--- src/rtl/step_counter.sv ---
// Registered up/down step counter with load, wrap/saturate stepping and an
// abortable run-down-to-zero mode, used as a loop/timeout counter.
module step_counter #(
  parameter int unsigned WIDTH  = 20,
  parameter int unsigned STEP_W = 4
) (
  input  logic              clk,
  input  logic              rst_n,
  input  logic              cmd_valid,
  output logic              cmd_ready,
  input  logic [1:0]        cmd_op,
  input  logic [WIDTH-1:0]  cmd_data,
  input  logic [STEP_W-1:0] cmd_step,
  input  logic              sat_mode,
  input  logic              abort,
  output logic [WIDTH-1:0]  value,
  output logic              zero,
  output logic              busy,
  output logic              done,
  output logic              ovf
);

  localparam int unsigned XW = WIDTH + 1;

  localparam logic [1:0] OP_LOAD = 2'b00;
  localparam logic [1:0] OP_DEC  = 2'b01;
  localparam logic [1:0] OP_INC  = 2'b10;
  localparam logic [1:0] OP_RUN  = 2'b11;

  typedef enum logic {ST_IDLE, ST_RUN} state_t;

  state_t           state;
  logic [WIDTH-1:0] run_step;
  logic [WIDTH-1:0] step_eff;
  logic [WIDTH-1:0] cur_step;
  logic [WIDTH-1:0] run_next;
  logic [XW-1:0]    dec_ext;
  logic [XW-1:0]    inc_ext;

  // Datapath: effective step and the three candidate next values.
  // The top bit of dec_ext is the borrow (value < S); of inc_ext the carry.
  always_comb begin
    step_eff = (cmd_step == '0) ? WIDTH'(1) : WIDTH'(cmd_step);
    dec_ext  = {1'b0, value} - {1'b0, step_eff};
    inc_ext  = {1'b0, value} + {1'b0, step_eff};
    cur_step = (state == ST_RUN) ? run_step : step_eff;
    run_next = (value <= cur_step) ? '0 : (value - cur_step);
  end

  assign zero = (value == '0);

  // Control FSM with registered outputs; the acceptance edge of RUN already
  // performs the first decrement, so a run that reaches 0 there never goes busy.
  always_ff @(posedge clk or negedge rst_n) begin
    if (!rst_n) begin
      state     <= ST_IDLE;
      value     <= '0;
      run_step  <= '0;
      busy      <= 1'b0;
      done      <= 1'b0;
      ovf       <= 1'b0;
      cmd_ready <= 1'b1;
    end else begin
      done <= 1'b0;
      ovf  <= 1'b0;
      case (state)
        ST_IDLE: begin
          if (cmd_valid) begin
            case (cmd_op)
              OP_LOAD: value <= cmd_data;
              OP_DEC: begin
                if (dec_ext[WIDTH]) begin
                  value <= sat_mode ? '0 : dec_ext[WIDTH-1:0];
                  ovf   <= 1'b1;
                end else begin
                  value <= dec_ext[WIDTH-1:0];
                end
              end
              OP_INC: begin
                if (inc_ext[WIDTH]) begin
                  value <= sat_mode ? '1 : inc_ext[WIDTH-1:0];
                  ovf   <= 1'b1;
                end else begin
                  value <= inc_ext[WIDTH-1:0];
                end
              end
              OP_RUN: begin
                run_step <= step_eff;
                value    <= run_next;
                if (run_next == '0) begin
                  done <= 1'b1;
                end else begin
                  state     <= ST_RUN;
                  busy      <= 1'b1;
                  cmd_ready <= 1'b0;
                end
              end
              default: value <= value;
            endcase
          end
        end
        ST_RUN: begin
          if (abort) begin
            state     <= ST_IDLE;
            busy      <= 1'b0;
            cmd_ready <= 1'b1;
          end else begin
            value <= run_next;
            if (run_next == '0) begin
              state     <= ST_IDLE;
              busy      <= 1'b0;
              cmd_ready <= 1'b1;
              done      <= 1'b1;
            end
          end
        end
        default: begin
          state     <= ST_IDLE;
          busy      <= 1'b0;
          cmd_ready <= 1'b1;
        end
      endcase
    end
  end

endmodule

--- config.mk ---
export PLATFORM = sky130hd
export DESIGN_NAME = step_counter
export DESIGN_NICKNAME = d
export VERILOG_FILES = /design/src/rtl/step_counter.sv
export SDC_FILE = /design/constraint.sdc
export NUM_CORES = 1
export LEC_CHECK = 0
export BUFFER_PORTS_ARGS = -buffer_cell sky130_fd_sc_hd__buf_4
export CORE_MARGIN = 2
export CORE_UTILIZATION = 40
export CTS_BUF_LIST = sky130_fd_sc_hd__clkbuf_16
export DETAILED_ROUTE_END_ITERATION = 12
export GPL_TIMING_DRIVEN = 1
export PLACE_DENSITY = 0.63
export SKIP_CTS_REPAIR_TIMING = 1
export SLEW_MARGIN = 20
export SYNTH_ARGS = -nofsm -noshare
export SYNTH_HDL_FRONTEND = slang
export SYNTH_SLANG_ARGS = --single-unit
--- constraint.sdc ---
create_clock -name clk -period 3.35 [get_ports clk]
set_input_delay 0.335 -clock clk [delete_from_list [all_inputs] [get_ports clk]]
set_output_delay 0.335 -clock clk [all_outputs]
set_load 0.1 [all_outputs]
# --- After elaboration in Yosys (flattened, before gate mapping) ---
# Index checks and enable logic that the tools add are counted.
word_totals:
  register_bits: 45
  inputBits: 31
  output_inout_bits: 25
  word_cells: 65
op_classes:
  add_sub_neg: 3
  order_cmp: 1
  n_eq_ne: 8
  n_mux: 38
  bitwise_logic: 1
  n_reduce_logical: 7
op_table:
  columns: ["op", "n"]
  rows:
  - ["2-to-1 mux 20 bit", 8]
  - ["case mux 20 bit (4 select lines)", 1]
  - ["zero test 20 bit", 2]
  - ["case mux 20 bit (2 select lines)", 1]
  - ["2-to-1 mux 1 bit", 22]
  - ["adder 20 x 4 -> 21 bit", 1]
  - ["subtractor 20 x 4 -> 21 bit", 1]
  - ["less-or-equal comparator 20 bit", 1]
  - ["subtractor 20 bit", 1]
  - ["case mux 1 bit (2 select lines)", 5]
  - ["inequality test 2 bit, second input constant", 3]
  - ["equality test 2 bit, second input constant", 2]
  - ["zero test 4 bit", 1]
  - ["2-to-1 mux 4 bit", 1]
  - ["AND reduction 4 bit", 1]
  - ["inequality test 3 x 2 -> 1 bit, second input constant", 1]
  - ["AND reduction 3 bit", 1]
  - ["equality test 2 x 1 -> 1 bit, second input constant", 1]
  - ["zero test 2 bit", 1]
  - ["inequality test 2 x 1 -> 1 bit, second input constant", 1]
  - ["AND reduction 2 bit", 1]
  - ["NOT 1 bit", 1]

# --- Depth between registers and ports, before layout ---
depth:
  ltp_word: 10
  depth_mapped: 14
  depth_no_buf: 13

# --- Worst setup path after synthesis ---
# No wires, ideal clock.
synth_path:
  kind: "reg-to-output"
  start: "register value[10]"
  end: "output port zero"
  t_arrival_ps: 3887
  setup_slack_ps: -872
  stages_incl_launch_ff: 5
  path_buffers: 1
  path_cell_list: "dfrtp_1 buf_2 nor4_1 nand4b_1 nor3_1"
synth_between:
  elab_chain_len: 1
synth_rtl:
  columns: ["item", "line", "source"]
  rows:
  - ["start: declaration", "16", "output logic [WIDTH-1:0] value,"]
  - ["start signal: assignment", "70", "OP_LOAD: value <= cmd_data;"]
  - ["start signal: assignment", "73", "value <= sat_mode ? '0 : dec_ext[WIDTH-1:0];"]
  - ["start signal: assignment", "76", "value <= dec_ext[WIDTH-1:0];"]
  - ["zero test 20 bit", "50", "assign zero = (value == '0);"]
  - ["end: declaration", "17", "output logic zero,"]
# Every way passes these cells.

# --- Final worst setup path ---
layout_path:
  start: "register state"
  end: "register state"
layout_between:
  elab_chain_len: 8
layout_rtl:
  columns: ["item", "line", "source"]
  rows:
  - ["start: declaration", "32", "state_t state;"]
  - ["start signal: assignment", "56", "state <= ST_IDLE;"]
  - ["start signal: assignment", "93", "state <= ST_RUN;"]
  - ["start signal: assignment", "104", "state <= ST_IDLE;"]
  - ["2-to-1 mux 20 bit", "46", "cur_step = (state == ST_RUN) ? run_step : step_eff;"]
  - ["subtractor 20 bit or less-or-equal comparator 20 bit (tied branches)", "47", "run_next = (value <= cur_step) ? '0 : (value - cur_step);"]
  - ["2-to-1 mux 20 bit", "47", null]
  - ["zero test 20 bit", "90, 109", null]
  - ["2-to-1 mux 1 bit", "90, 109", null]
  - ["2-to-1 mux 1 bit", "69", "case (cmd_op)"]
  - ["2-to-1 mux 1 bit", "68", "if (cmd_valid) begin"]
  - ["case mux 1 bit (2 select lines) (*)", "66", "case (state)"]
# Every way passes the cells marked *; elsewhere a longest branch is shown, timed or not.
# A chain may end at the register's enable or synchronous reset.

==> summary.txt <==
Largest net degree at the start of global routing = 30
First-pass GRT wire length = 23700 um
Share of the synthesized area in the top cell type = 19.1%
Post-synthesis sequential area ratio = 19.8%
Fill count = 871
Vert. Die Dim = 99.8 um
Min Tclk post-route = 3.23 ns
Startpoint Class = flop
R2R Setup Slk = 0.12 ns
Yosys reg bits = 29
R2R Path Start = state
Rows = 34
Dpl hpwl = 11600 um
Status = finished with violations
Post-synth EDFFs = 0
Sequential power share = 15.0%
Syn_nets = 550
Worst path required time = 3.55 ns
Crit Path Category = reg -> reg
Ys flop type = dfrtp_1
Clk pin slew, worst setup/hold paths = 0.05 ns
Power Internal = 1.63 mW
Arrival @ worst endpoint = 3.43 ns
TritonCTS Buffers = 5
Post-Synthesis Cells = 499
Worst rel slew slack = 39.4%
DRT iter0 DRCs = 485
WHS = -0.0178 ns
Wire length per cell = 22.1 um
Syn_area_per_cell = 7.35 sq um
Switch share = 58.2%
Clock power share = 11.3%
Leading area contributor after synthesis = dfrtp_1
Cells taking the most area after synthesis = dfrtp_1 (19%), o21ai_0 (8.3%), ha_1 (5.8%)
DRC = 0
TritonCTS clock tree = built
Worst Reg-to-Reg Cells = 11
Port Buf Inserts = 55
Die area = 9960 sq um
Final wirelength = 15300 um
Power Total = 3.90 mW
Warnings, synthesis = 0
# setup viols final = 0
Core ar. = 8810 sq um
Max Clock Freq = 309 MHz
Grt total ovfl = 0
Clk_skew = 0.00354 ns
Post-route ant nets = 0
Asr flop ratio synth = 100%
Initial antenna violation count = 0
Placed insts = 685
Vias in the first global route = 4339
Commonest non-fill, non-tap cell in the layout = buf_4
Horiz. Die Dim = 99.8 um
Fin Setup TNS = 0 ns
Core Util, Final = 53.3%
Fin cells = 693
Crit-path max FO = 11
CTS root buf = clkbuf_16
N_diodes = 0
Psw = 2.27 mW
Via/cell ratio = 6.64
Peak supply drop = 522 uV
IO Pins = 56
Clock Sinks = 29
CP Capture Type = flop
Total Routing Usage GR = 30.8%
TritonRoute pass-1 iters = 5
Max-cap check violation count = 0
Syn Std Cell Area = 3670 sq um
Static leakage = 1.93 nW
Layout area overhead = 27.9%
P per Cell Area = 831 nW/um^2
Tightest Pin Transition = 0.906 ns
Failing checks = negative hold slack
Worst r2r dst = state
Initial core utilization = 41.7%
HP Class = in -> async
CTS H-Tree Depth = 2
Routability cong. = 1.01
Final Cycle Share = 96.5%
Fin. max-slew vios = 0
Synth cell types = 65
Skew-Pair Late Insertion Delay = 0.28 ns
Vias = 4601
Fin. Hold Viols = 28
Final nets = 635
Clock Path Buffers = 2
Final cell area excluding filler cells = 4690 sq um
Share of layout cells above drive strength 1 = 25.1%
Placed Area = 4530 sq um
Logic pwr share = 73.7%
Commonest non-fill, non-tap cells in the layout = buf_4 (116), o21ai_0 (61), nand2_1 (37)
## cell usage after synthesis, drive strengths merged, types with 6 or more instances
library cell / n
dfrtp: 28
xnor2: 16
nand3: 17
nand2: 38
o31ai: 8
nor2: 29
o31a: 6
nor3: 20
a31oi: 9
buf: 10
clkbuf: 28
nand4: 7
a21oi: 28
o211ai: 7
inv: 23
o21ai: 61
o221ai: 6
ha: 17
a211oi: 6
or3: 13
and3: 8
a21o: 6
or4: 7
a22oi: 7
nor4: 8
## per-stage QoR
step	setup slack (ns)	hold WS, ns
global placement	-0.169	0.296
detailed placement	-0.231	0.299
CTS	-0.0843	-0.00119
finish	0.117	-0.0178
global route	-0.0219	0.0138
floorplan	-0.0364	0.0394
## flip-flops by register name, indices dropped and copies added (netlist names)
signal     cells
ovf            1
value         20
busy           1
state          1
run_step       4
done           1
cmd_ready      1
## worst max-delay path: stages, from the launching register on
cell and delay (ns):
dfrtp_1 0.36, buf_4 0.23, mux2i_2 0.33, ha_1 0.29, nor2b_1 0.15, o31a_1 0.23, buf_4 0.18, or4_1 0.43
and4_1 0.28, and3_1 0.26, a21oi_1 0.19, a21boi_0 0.20
## metal layers
metal | up-vias | global-route usage, % | share of wire [%]
met2 | 283 | 47.2 | 44
met5 | - | 0 | 0
met4 | 0 | 12.0 | 3.5
li1 | 2072 | - | -
met1 | 2192 | 41.5 | 42
met3 | 54 | 8.01 | 10
## cells by family (layout without fill, tap and decap cells)
group	Yosys count	in the layout	synth area share (%)
XOR/XNOR	17	17	4.06
flip-flops	29	29	19.8
adder cells (fa/ha/maj)	20	20	7.43
buffers and inverters	62	148	6.65
multiplexers	6	6	1.70
AO/OA/AOI/OAI	192	192	35.7
AND/OR/NAND/NOR	173	173	24.6
## cell type report
type	count	area (sq um)	share of cell area, %
Clock buffer	5	125	2.67
Clock inverter	3	12.5	0.267
Inverter	24	90.1	1.92
Multi-Input combinational cell	408	2730	58.2
Sequential cell	29	729	15.5
Tap cell	108	135	2.88
Timing Repair Buffer	116	871	18.6
## power groups by stage
stage	logic (mW)	registers [mW]	clock network (mW)
final	2.87	0.584	0.442
after global routing	3.03	0.600	0.465
after CTS	2.79	0.579	0.449
after detailed placement	2.78	0.585	0
after global placement	2.74	0.580	0
after floorplan	1.27	1.23	0
## worst max path at each step
stage,from,endpoint,cells after the start
CTS,state,busy,12
global route,state,value[13],12
global placement,cmd_step[3],busy,14
finish,state,state,11
detailed placement,cmd_step[3],busy,14
floorplan,value[10],zero,4
(Power assumes the default switching activity.)
